==> src/rtl/vga_sync_decoder.sv <==
// vga_sync_decoder: samples an incoming HS/VS/RGB stream and measures the
// line and frame lengths. Once the timing is stable it locks onto it and
// recovers column, line, display-area and packed 32-bit pixels.
module vga_sync_decoder #(
    parameter int DEEP_COLOR = 1,
    parameter int RES_X      = 640,
    parameter int RES_Y      = 480,
    parameter int H_START    = 48,
    parameter int V_START    = 33
) (
    input  logic                  clk,
    input  logic                  rst_n,
    input  logic                  HS,
    input  logic                  VS,
    input  logic [DEEP_COLOR-1:0] R,
    input  logic [DEEP_COLOR-1:0] G,
    input  logic [DEEP_COLOR-1:0] B,
    output logic [9:0]            COL,
    output logic [8:0]            LINE,
    output logic                  inDisplayArea,
    output logic [31:0]           pixel,
    output logic                  locked,
    output logic                  frame_start,
    output logic [10:0]           h_total,
    output logic [9:0]            v_total
);

    localparam logic [10:0] H_BEG = 11'(H_START);
    localparam logic [10:0] H_END = 11'(H_START + RES_X);
    localparam logic [9:0]  V_BEG = 10'(V_START);
    localparam logic [9:0]  V_END = 10'(V_START + RES_Y);

    typedef enum logic [1:0] {SEARCH, MEASURE, LOCKED} state_t;

    // Place a component in the top bits of its byte, zero-filling below.
    function automatic logic [7:0] msb_align(input logic [DEEP_COLOR-1:0] c);
        logic [7:0] b;
        b = '0;
        b[7 -: DEEP_COLOR] = c;
        return b;
    endfunction

    logic                  hs_q, hs_d, vs_q, vs_d, hs_prev_q, hs_prev_d, vs_prev_q, vs_prev_d;
    logic [DEEP_COLOR-1:0] r_q, r_d, g_q, g_d, b_q, b_d;
    logic                  hs_fall, hs_rise, vs_fall, vs_rise;
    logic [10:0]           hcnt_q, hcnt_d, hpos_q, hpos_d;
    logic [9:0]            lcnt_q, lcnt_d, vpos_q, vpos_d;
    logic [11:0]           line_len;
    state_t                state_q, state_d;
    logic [10:0]           ref_h_q, ref_h_d, h_total_q, h_total_d;
    logic [9:0]            v_total_q, v_total_d;
    logic                  disp_q, disp_d, frame_start_q, frame_start_d;
    logic [9:0]            col_q, col_d;
    logic [8:0]            line_q, line_d;
    logic [31:0]           pixel_q, pixel_d;

    // Input capture plus one extra delay on the syncs for edge detection.
    always_comb begin
        hs_d      = HS;
        vs_d      = VS;
        r_d       = R;
        g_d       = G;
        b_d       = B;
        hs_prev_d = hs_q;
        vs_prev_d = vs_q;
        hs_fall   = hs_prev_q & ~hs_q;
        hs_rise   = ~hs_prev_q & hs_q;
        vs_fall   = vs_prev_q & ~vs_q;
        vs_rise   = ~vs_prev_q & vs_q;
    end

    // Syncs reset to their idle (high) level so release does not fake an edge.
    always_ff @(posedge clk or negedge rst_n) begin
        if (!rst_n) begin
            hs_q      <= 1'b1;
            vs_q      <= 1'b1;
            hs_prev_q <= 1'b1;
            vs_prev_q <= 1'b1;
            r_q       <= '0;
            g_q       <= '0;
            b_q       <= '0;
        end else begin
            hs_q      <= hs_d;
            vs_q      <= vs_d;
            hs_prev_q <= hs_prev_d;
            vs_prev_q <= vs_prev_d;
            r_q       <= r_d;
            g_q       <= g_d;
            b_q       <= b_d;
        end
    end

    // Saturating line/frame length counters and sync-relative positions.
    always_comb begin
        hcnt_d   = hs_fall ? '0 : ((hcnt_q == '1) ? hcnt_q : hcnt_q + 11'd1);
        lcnt_d   = vs_fall ? '0 : ((hs_fall && lcnt_q != '1) ? lcnt_q + 10'd1 : lcnt_q);
        hpos_d   = hs_rise ? '0 : ((hpos_q == '1) ? hpos_q : hpos_q + 11'd1);
        vpos_d   = vs_rise ? '0 : ((hs_rise && vpos_q != '1) ? vpos_q + 10'd1 : vpos_q);
        line_len = {1'b0, hcnt_q} + 12'd1;
    end

    // Counter registers.
    always_ff @(posedge clk or negedge rst_n) begin
        if (!rst_n) begin
            hcnt_q <= '0;
            lcnt_q <= '0;
            hpos_q <= '0;
            vpos_q <= '0;
        end else begin
            hcnt_q <= hcnt_d;
            lcnt_q <= lcnt_d;
            hpos_q <= hpos_d;
            vpos_q <= vpos_d;
        end
    end

    // Lock FSM: next state, reference line length and latched totals.
    always_comb begin
        state_d   = state_q;
        ref_h_d   = ref_h_q;
        h_total_d = h_total_q;
        v_total_d = v_total_q;
        unique case (state_q)
            SEARCH: begin
                ref_h_d = '0;
                if (vs_fall) state_d = MEASURE;
            end
            MEASURE: begin
                if (hs_fall) begin
                    if (ref_h_q == '0)
                        ref_h_d = line_len[10:0];
                    else if ({1'b0, ref_h_q} != line_len)
                        ref_h_d = '0;
                end
                // The frame check sees this cycle's line update when both edges coincide.
                if (vs_fall) begin
                    if (ref_h_d != '0 && lcnt_q >= V_END && ref_h_d >= H_END) begin
                        h_total_d = ref_h_d;
                        v_total_d = lcnt_q;
                        state_d   = LOCKED;
                    end else begin
                        ref_h_d = '0;
                    end
                end
            end
            LOCKED: begin
                if (hs_fall && line_len != {1'b0, h_total_q}) state_d = SEARCH;
                if (vs_fall && lcnt_q != v_total_q) state_d = SEARCH;
            end
            default: state_d = SEARCH;
        endcase
        if (hcnt_q == '1 || lcnt_q == '1) state_d = SEARCH;
    end

    // Lock FSM state register.
    always_ff @(posedge clk or negedge rst_n) begin
        if (!rst_n) begin
            state_q   <= SEARCH;
            ref_h_q   <= '0;
            h_total_q <= '0;
            v_total_q <= '0;
        end else begin
            state_q   <= state_d;
            ref_h_q   <= ref_h_d;
            h_total_q <= h_total_d;
            v_total_q <= v_total_d;
        end
    end

    // Display area uses next-cycle lock so it drops together with locked.
    always_comb begin
        disp_d        = (state_d == LOCKED) && (hpos_d >= H_BEG) && (hpos_d < H_END) &&
                        (vpos_d >= V_BEG) && (vpos_d < V_END);
        col_d         = col_q;
        line_d        = line_q;
        pixel_d       = '0;
        frame_start_d = 1'b0;
        if (disp_d) begin
            col_d         = 10'(hpos_d - H_BEG);
            line_d        = 9'(vpos_d - V_BEG);
            pixel_d       = {8'h00, msb_align(r_q), msb_align(g_q), msb_align(b_q)};
            frame_start_d = (col_d == '0) && (line_d == '0);
        end
    end

    // Output registers.
    always_ff @(posedge clk or negedge rst_n) begin
        if (!rst_n) begin
            disp_q        <= 1'b0;
            col_q         <= '0;
            line_q        <= '0;
            pixel_q       <= '0;
            frame_start_q <= 1'b0;
        end else begin
            disp_q        <= disp_d;
            col_q         <= col_d;
            line_q        <= line_d;
            pixel_q       <= pixel_d;
            frame_start_q <= frame_start_d;
        end
    end

    assign COL           = col_q;
    assign LINE          = line_q;
    assign inDisplayArea = disp_q;
    assign pixel         = pixel_q;
    assign locked        = (state_q == LOCKED);
    assign frame_start   = frame_start_q;
    assign h_total       = h_total_q;
    assign v_total       = v_total_q;

endmodule

==> config.mk <==
export PLATFORM = sky130hd
export DESIGN_NAME = vga_sync_decoder
export DESIGN_NICKNAME = d
export VERILOG_FILES = /design/src/rtl/vga_sync_decoder.sv
export SDC_FILE = /design/constraint.sdc
export NUM_CORES = 1
export LEC_CHECK = 0
export ABC_AREA = 1
export CORE_UTILIZATION = 30
export DETAILED_ROUTE_END_ITERATION = 7
export PLACE_DENSITY_LB_ADDON = 0.08
export SYNTH_ARGS = -nofsm -noshare
export SYNTH_HDL_FRONTEND = slang
export SYNTH_SLANG_ARGS = --single-unit
==> constraint.sdc <==
create_clock -name clk -period 4.6 [get_ports clk]
set_clock_uncertainty 0.1 [all_clocks]
set_input_delay 0.92 -clock clk [delete_from_list [all_inputs] [get_ports clk]]
set_output_delay 0.92 -clock clk [all_outputs]
set_load 0.05 [all_outputs]
After elaboration in Yosys (flattened, before gate mapping)
Cells that the tools add are included.
Widths: inputs -> output; s select.
- $add $sub $neg: 7
- $mul: 0
- div/mod/pow operators: 0
- magnitude comparators: 6
- equality and inequality tests: 12
- shift operators: 0
- mux-type cells: 24
- bitwise operators: 8
- reductions and logical operators: 20
- operator list (kind ; number):
    $mux 11 ; 10
    $mux 10 ; 4
    $mux 24 ; 1
    $add 11x1->11 const B ; 2
    $eq 11x11->1 const B ; 2
    $pmux 11 s2 ; 1
    $add 10x1->10 const B ; 2
    $ne 10x10->1 const B ; 2
    $add 11x1->12 const B ; 1
    $mux 2 ; 6
    $ne 11x12->1 ; 1
    $ne 12x11->1 ; 1
    $ge 11x10->1 const B ; 1
    $ge 11x6->1 const B ; 1
    $logic_and 1x1->1 ; 11
    $logic_not 11->1 ; 1
    $lt 11x10->1 const B ; 1
    $reduce_bool 11->1 ; 1
    $eq 10x10->1 const B ; 1
    $ge 10x10->1 const B ; 1
    $ge 10x6->1 const B ; 1
    $logic_not 10->1 ; 1
    $lt 10x10->1 const B ; 1
    $ne 10x10->1 ; 1
    14 further kinds ; 22
- flip-flop bits (word level): 136
- bits in latches: 0
- RAM bits: 0
- bits in read-only memories: 0
- input bits: 7
- output and inout bits: 75
- memories: 0

Logic depth before layout (Yosys ltp)
Gate-level depths: netlist (run 1).
- depth after elaboration: 19
- depth in mapped cells: 26
- depth with buffers taken out: 25

Least setup slack after synthesis (run 1)
Ideal clock, no wire load.
- path type: register to register
- from: register hcnt_q[0]
- to: register col_q[3] (netlist: COL[3])
- arrival time: 2641 ps
- slack: 1740 ps
- stages on the path, launching flop included: 22
- buffers on the path: 1
- period minus slack after synthesis: 2860 ps
- cells stage by stage: dfrtp_1 ha_1 nand2_2 nor2_4 nand3b_1 nand2_1 nand3_1 nand2_1 nand3_2 o21bai_2 nand2_1 nand2_1 nand2_1 nor2_1 nand2_1 nand2_2 nand4_2 a21oi_4 nand3_4 buf_6 nand2_1 nand2_1
- cells in the longest elaborated chain, start to end: 18
- elaborated cells on any way between the ends: 25
- those cells by class: add/sub (1); order compare (1); eq/ne (4); mux (10); reduce/logical (9)
- RTL lines (what ; line ; text):
    from (decl) ; 46 ; logic [10:0] hcnt_q, hcnt_d, hpos_q, hpos_d;
    from (signal assigned) ; 110 ; hcnt_q <= hcnt_d;
    branches (longest 12 deep; another with $add 11x1->12) ; - ;
    $mux 2 (*) ; 152 ; if (hcnt_q == '1 || lcnt_q == '1) state_d = SEARCH;
    $eq 2x2->1 (*) ; 172 ; disp_d = (state_d == LOCKED) && (hpos_d >= H_BEG) && (hpos_d < H_END) &&
    $logic_and 1x1->1 (*) (3 in a row) ; 172 ;
    $logic_and 1x1->1 (*) ; 173 ; (vpos_d >= V_BEG) && (vpos_d < V_END);
    to (signal assigned) ; 196 ; col_q <= col_d;
    to (decl) ; 53 ; logic [9:0] col_q, col_d;
Mark *: on every way between the ends. The select of a mux whose other input is x is not followed.
A chain may end at the register's enable or synchronous reset.

Final worst setup path (run 1)
- from: register hcnt_q[0]
- to: register col_q[4] (netlist: COL[4])
Same word-level chain as after synthesis.

==> results of run 1 <==
-- layer usage --
| layer | track usage | up-vias | part of all wire |
|---|---|---|---|
| met5 | 0 | - | 0 |
| met4 | 0.0385 | 0 | 0.011 |
| met1 | 0.211 | 2447 | 0.50 |
| li1 | - | 2727 | - |
| met3 | 0.0335 | 12 | 0.032 |
| met2 | 0.253 | 96 | 0.46 |
-- registers in the layout, indices dropped and copies added (netlist names), 2 cells and up --
name	cells
h_total	11
hcnt_q	11
hpos_q	11
ref_h_q	11
COL	10
lcnt_q	10
v_total	10
vpos_q	10
LINE	9
pixel	3
state_q	2
-- worst max path at each step --
stage | start | endpoint | cells past startpoint
after detailed placement | hcnt_q[0] | COL[0] | 22
after CTS | hcnt_q[0] | LINE[7] | 22
after global placement | hcnt_q[0] | COL[2] | 22
after floorplan | hcnt_q[0] | COL[3] | 21
after global routing | hcnt_q[0] | COL[3] | 22
final | hcnt_q[0] | COL[4] | 22
-- cell type report --
class	count	area share
clock buffers	9	0.0309
clock inverters	7	0.0124
inverters	120	0.0618
multi-input cells	582	0.403
flip-flops and latches	107	0.368
well taps	270	0.0463
repair buffers	58	0.0772
-- cells by family (layout without fill, tap and decap cells) --
logic type	count (synthesis)	after routing
AOI/OAI and AO/OA	97	97
xor gates and xnor gates	21	21
adders and majority gates	10	10
buffers and inverters	166	194
DFF	107	107
other	1	29
and+or+nand+nor	425	425
-- placed cells by master (no fill, tap or decap), drive strengths merged --
master,instances
a211oi,1
a21o,1
a21oi,20
a221oi,3
a22o,1
a31oi,4
a32o,1
a41oi,1
buf,7
bufinv,1
clkbuf,9
clkdlybuf4s50,51
clkinv,2
conb,29
dfrtp,103
dfstp,4
ha,10
inv,124
nand2,229
nand3,61
nand3b,4
nand4,34
nor2,66
nor3,16
nor3b,1
nor4,6
o2111ai,2
o211ai,2
o21ai,52
o21bai,1
o22ai,8
or2,7
or4,1
xnor2,2
xor2,19
-- stage by stage --
stage	total power, uW	utilization	std cells	hold slack (ns)
after floorplan	1390	-	855	0.254
after global placement	1500	0.342	1137	0.259
after detailed placement	1500	0.342	1137	0.259
after CTS	2350	0.358	1153	0.271
after global routing	2470	0.358	1153	0.276
final	2330	0.358	1153	0.268
-- power breakdown --
group,total [uW],switching (uW),internal [uW]
combinational,446,322,124
sequential,1030,47.0,986
clock,848,407,441
total,2330,776,1550
==> impl_metrics.sql, run 1 <==
INSERT INTO impl_metrics (metric_group, metric, value, unit) VALUES
('status', 'outcome', 'complete, no violations', ''),
('final_layout', 'drive_above_1_share', '0.0736', ''),
('final_layout', 'final-seq-area', '2680', 'sq um'),
('hold_path', 'hold_endpoint', 'vs_prev_q', ''),
('die', 'floorplan.die_area', '21500', 'sq um'),
('global_route', 'grt_pass1_wl', '26600', 'um'),
('route', 'drc_errors', '0', ''),
('timing', 'worst_setup_margin', '0.863', 'ns'),
('critical_path', 'worst-endpoint-arrival', '3.89', 'ns'),
('synthesis', 'ys_warn_count', '0', ''),
('placement', 'place_worst_setup_slack', '0.827', 'ns'),
('synthesis', 'post_synth_xor_area_fraction', '0.0292', ''),
('synthesis', 'synth.distinct_cells', '48', ''),
('synthesis', 'post-synth-top-count-cell', 'nand2_1', ''),
('synthesis', 'number_of_flops_mapped_to_enable_cells_by_yosys', '0', ''),
('power', 'ir_drop', '183', 'uV'),
('cts', 'worstSkewPairLatency', '0.36', 'ns'),
('global_route', 'overflow', '0', ''),
('cts', 'cts_setup_buffers', '0', ''),
('final_layout', 'fillCellCount', '2163', ''),
('final_layout', 'postLayoutCellArea', '7290', 'sq um'),
('timing', 'highest_achievable_clock_rate', '0.268', 'GHz'),
('critical_path', 'critical-path-top-cell-by-count', 'nand2_1', ''),
('run', 'max-cap-violations', '0', ''),
('critical_path', 'worst-r2r-cell-count', '22', ''),
('critical_path', 'cp.buffers_inverters', '0', ''),
('global_route', 'number_of_global_route_vias_before_repair', '5162', ''),
('final_layout', 'fin_nets', '895', ''),
('die', 'die_w', '147', 'um'),
('synthesis', 'synth_area_leader_cell', 'dfrtp_1', ''),
('route', 'wl', '16100', 'um'),
('route', 'detailroute.via_count', '5282', ''),
('critical_path', 'critical_path_required', '4.75', 'ns'),
('synthesis', 'synth_top_area_share', '0.410', ''),
('die', 'num_rows', '52', ''),
('critical_path', 'worst_path_dominant_cell_family', 'simple AND/OR/NAND/NOR gates', ''),
('timing', 'timing.final.max_slew_violations', '0', ''),
('cts', 'cts-hold-fix-buffers', '0', ''),
('hold_path', 'worst_hold_path_type', 'flip-flop to flip-flop', ''),
('cts', 'cts_sink_count', '107', ''),
('timing', 'final.period_utilization', '0.812', ''),
('route', 'postRouteAntennaNets', '0', ''),
('cts', 'clock_tree_from_tritoncts', 'yes', ''),
('route', 'detailedRoute.firstPassIterationCount', '5', ''),
('die', 'coreArea', '20400', 'sq um'),
('synthesis', 'synth_top_family_by_area', 'simple AND/OR/NAND/NOR gates', ''),
('placement', 'dpl_cell_area', '6970', 'sq um'),
('critical_path', 'rrSetupSlack', '0.86', 'ns'),
('critical_path', 'launch_point_of_the_worst_reg_to_reg_path', 'hcnt_q[0]', ''),
('synthesis', 'syn-cell-area', '6290', 'sq um'),
('critical_path', 'cp_max_delay_cell', 'dfrtp_1', ''),
('timing', 'finalSetupViolCount', '0', ''),
('route', 'detail_route.vias_per_cell', '4.58', ''),
('synthesis', 'ys_async_sr_fraction', '1.00', ''),
('synthesis', 'synth-main-ff-cell', 'dfrtp_1', ''),
('final_layout', 'area_of_the_multi_input_gates', '2940', 'sq um'),
('global_route', 'antenna_found_initial', '0', ''),
('critical_path', 'cp_cell_sequence', 'ha_1 -> nand2_2 -> nor2_4 -> nand3_4 -> nand2_2 -> nand2_1 -> nand2_1 -> nand3_2 -> o21bai_2 -> nand2_1 -> nand2_1 -> nand2_1 -> nor2_1 -> nand2_1 -> nand2_2 -> nand3_1 -> nand2_1 -> nand2_1 -> nand2_2 -> nand3_4 -> nand2_1 -> nand2_1', ''),
('cts', 'post_cts.resized_instances', '0', ''),
('critical_path', 'r2r-end', 'COL[4]', ''),
('cts', 'maximum_level_of_the_cts_h_tree', '3', ''),
('cts', 'tritoncts.num_buffers', '9', ''),
('synthesis', 'avgSynthCellArea', '7.60', 'sq um'),
('timing', 'timing.setup.tns', '0', 'ns'),
('global_route', 'grt_start_max_net_pins', '59', ''),
('timing', 'tightestPinTransition', '0.951', 'ns'),
('synthesis', 'synth.yosys.seq_area_share', '0.427', ''),
('final_layout', 'area_growth', '15.9', '%'),
('placement', 'hpwlAfterDp', '12200', 'um'),
('hold_path', 'whs_path_depth', '0', ''),
('synthesis', 'synth-compound-area-share', '0.0895', '');
No activity file was read; power rests on OpenSTA's default activity.
==> run 2: changes to the inputs <==
==> constraint.sdc (replaced) <==
create_clock -name clk -period 3.1 [get_ports clk]
set_clock_uncertainty 0.1 [all_clocks]
set_input_delay 0.62 -clock clk [delete_from_list [all_inputs] [get_ports clk]]
set_output_delay 0.62 -clock clk [all_outputs]
set_load 0.05 [all_outputs]
==> run 2 against run 1 <==
Highest routed layer unchanged. Sequential cell count is the same. Routed wire length is 7.1% higher. Sequential power is 48% higher. Largest power group unchanged. Sequential share of layout area decreased by 4.4 points. The flow now finishes with violations (negative setup slack). Via count increased by 6.8%.
==> impl_metrics.sql, run 2 (synthesis results as in run 1) <==
INSERT INTO impl_metrics (metric_group, metric, value, unit) VALUES
('die', 'die_w', '147', 'um'),
('die', 'coreArea', '20400', 'sq um'),
('timing', 'timing.slew.headroom', '0.615', ''),
('timing', 'finalSetupViolCount', '1', ''),
('route', 'drt-initial-drc-count', '237', ''),
('cts', 'path_clk_slew', '0.08', 'ns'),
('cts', 'clk_root_buffer_cell', 'clkbuf_16', ''),
('route', 'detail_route.wl_per_cell', '13.7', 'um'),
('power', 'leakagePower', '0.00420', 'uW'),
('cts', 'tritoncts.num_buffers', '9', ''),
('placement', 'port-buffer-count', '52', ''),
('route', 'wl', '17200', 'um'),
('power', 'ir_drop', '264', 'uV'),
('final_layout', 'layout.cells.most_common_list', 'nand2_1 (210), inv_1 (113), dfrtp_1 (103)', ''),
('route', 'detailroute.via_count', '5643', ''),
('final_layout', 'n_antenna_cell', '0', ''),
('cts', 'cts.path.max_buffers', '2', ''),
('run', 'max-cap-violations', '0', ''),
('route', 'postRouteAntennaNets', '0', ''),
('timing', 'timing.final.max_slew_violations', '0', ''),
('global_route', 'overflow', '0', ''),
('route', 'drc_errors', '0', ''),
('timing', 'highest_achievable_clock_rate', '0.319', 'GHz'),
('die', 'start_util', '0.309', ''),
('timing', 'tightestPinTransition', '0.570', 'ns'),
('timing', 'final-hold-violation-count', '0', ''),
('cts', 'cts-hold-fix-buffers', '0', ''),
('placement', 'gp_congestion', '0.803', ''),
('power', 'total_power_draw', '3570', 'uW'),
('critical_path', 'critPathCaptureType', 'flip-flop', ''),
('timing', 'hold-worst-slack', '0.148', 'ns'),
('critical_path', 'critPathLaunch', 'hcnt_q[0]', ''),
('die', 'num_rows', '52', ''),
('route', 'detail_route.vias_per_cell', '4.50', ''),
('critical_path', 'worst-endpoint-arrival', '3.31', 'ns'),
('cts', 'maximum_level_of_the_cts_h_tree', '3', ''),
('global_route', 'grt_usage', '0.164', ''),
('final_layout', 'most_common_cell_after_layout_fill_and_taps_aside', 'nand2_1', ''),
('power', 'power_per_cell_area', '431', 'nW/um^2'),
('critical_path', 'critical_path.max_fanout', '7', ''),
('final_layout', 'fillCellCount', '2104', ''),
('timing', 'grt_setup_unrepaired', 'true', ''),
('global_route', 'number_of_global_route_vias_before_repair', '5447', ''),
('global_route', 'grt_start_max_net_pins', '40', ''),
('die', 'design.portCount', '82', ''),
('critical_path', 'critical_path_class', 'flip-flop to flip-flop', ''),
('critical_path', 'critPathCapture', 'hcnt_q[10]', ''),
('cts', 'cts_sink_count', '107', ''),
('global_route', 'grt_pass1_wl', '28100', 'um'),
('critical_path', 'r2r-end', 'hcnt_q[10]', ''),
('die', 'floorplan.die_area', '21500', 'sq um'),
('placement', 'hpwlAfterDp', '12900', 'um'),
('critical_path', 'setup.worst_path.start_class', 'flip-flop', ''),
('cts', 'worstSkewPairLatency', '0.36', 'ns'),
('global_route', 'antenna_found_initial', '0', ''),
('die', 'die_height', '147', 'um'),
('timing', 'period_needed', '3.13', 'ns'),
('hold_path', 'worst_hold_path_type', 'input port to async pin', ''),
('timing', 'final.period_utilization', '1.01', ''),
('status', 'failed_checks', 'negative setup slack', ''),
('final_layout', 'final-seq-area', '2680', 'sq um'),
('route', 'detailedRoute.firstPassIterationCount', '4', ''),
('critical_path', 'rrSetupSlack', '-0.03', 'ns'),
('critical_path', 'launch_point_of_the_worst_reg_to_reg_path', 'hcnt_q[0]', ''),
('final_layout', 'drive_above_1_share', '0.194', ''),
('final_layout', 'area_growth', '31.8', '%'),
('final_layout', 'area_of_the_multi_input_gates', '3070', 'sq um'),
('critical_path', 'worst-r2r-cell-count', '20', ''),
('status', 'outcome', 'complete, but fails checks', ''),
('critical_path', 'critical_path_required', '3.28', 'ns'),
('cts', 'clock_tree_from_tritoncts', 'yes', ''),
('timing', 'worst_setup_margin', '-0.0331', 'ns'),
('final_layout', 'fin_nets', '996', '');
## run 2: changes by cell type in the layout (fill, tap and decap cells not counted), sizes merged
cell,delta
bufinv,-1
clkinv,+2
clkbuf,+3
buf,+98
clkinvlp,+1
inv,-2
## run 2: repair_timing
item / 4_1_cts / 5_1_grt
pin swaps: 9 / 17
cloned: 0 / 3
gates resized for setup: 18 / 29
setup endpoints to repair: 27 / 37
setup buffers: 14 / 7
## run 2: stage by stage
step / std cells / cell area (sq um) / worst slack (ns) / utilization / TNS, ns
2_1_floorplan: 855 / 6390 / 0.240 / - / 0
3_3_place_gp: 1214 / 7610 / -0.0788 / 0.374 / -1.05
3_5_place_dp: 1214 / 7610 / -0.114 / 0.374 / -1.34
4_1_cts: 1244 / 8090 / 0.0179 / 0.397 / 0
5_1_grt: 1254 / 8290 / -0.189 / 0.407 / -3.58
6_report: 1254 / 8290 / -0.0331 / 0.407 / -0.0331
## run 2: worst max-delay path, stage by stage (launching register included)
cell	delay [ns]
dfrtp_1	0.41
ha_4	0.18
nand2_4	0.07
nor2_4	0.22
nand3b_1	0.15
buf_4	0.15
buf_4	0.12
buf_4	0.12
buf_4	0.12
buf_4	0.12
buf_4	0.12
buf_4	0.12
buf_4	0.12
buf_4	0.12
buf_4	0.12
buf_4	0.12
buf_4	0.12
buf_4	0.12
buf_4	0.12
buf_4	0.12
a21oi_1	0.11
## run 2: worst min path at each step
stage	start	to	slack [ns]	cells past startpoint
after floorplan	rst_n	COL[0]	0.22	0
after global placement	vs_prev_d	vs_prev_q	0.26	0
after detailed placement	vs_prev_d	vs_prev_q	0.26	0
after CTS	rst_n	lcnt_q[4]	0.16	1
after global routing	rst_n	v_total[4]	0.18	1
final	rst_n	v_total[4]	0.15	1
## run 2: report_power, final
| group | total, uW | leakage, uW | switching (uW) | internal (uW) |
|---|---|---|---|---|
| registers | 1520 | 0.00145 | 56.2 | 1460 |
| clock network | 1160 | 0.000138 | 590 | 566 |
| logic | 898 | 0.00261 | 545 | 353 |
| total | 3570 | 0.00420 | 1190 | 2380 |
## run 2: metal layers
layer | share of wire | track usage
met1 | 0.48 | 0.225
met2 | 0.48 | 0.270
met3 | 0.028 | 0.0267
met4 | 0.012 | 0.0422
met5 | 0 | 0
## run 2: area by class of cell
type | count | area share
well taps | 270 | 0.0408
multi-input cells | 582 | 0.371
repair inverters | 1 | 0.00106
flip-flops and latches | 107 | 0.324
inverters | 120 | 0.0559
clock inverters | 6 | 0.00679
repair buffers | 158 | 0.174
clock buffers | 10 | 0.0276
==> run 3: changes to the inputs <==
--- a/config.mk
+++ b/config.mk
@@ -6,6 +6,7 @@
 export NUM_CORES = 1
 export LEC_CHECK = 0
 export ABC_AREA = 1
+export ABC_CLOCK_PERIOD_IN_PS = 3100
 export CORE_UTILIZATION = 30
 export DETAILED_ROUTE_END_ITERATION = 7
 export PLACE_DENSITY_LB_ADDON = 0.08
==> results of run 3 <==
No change in the layout: final DEF, timing and power equal those of run 2.
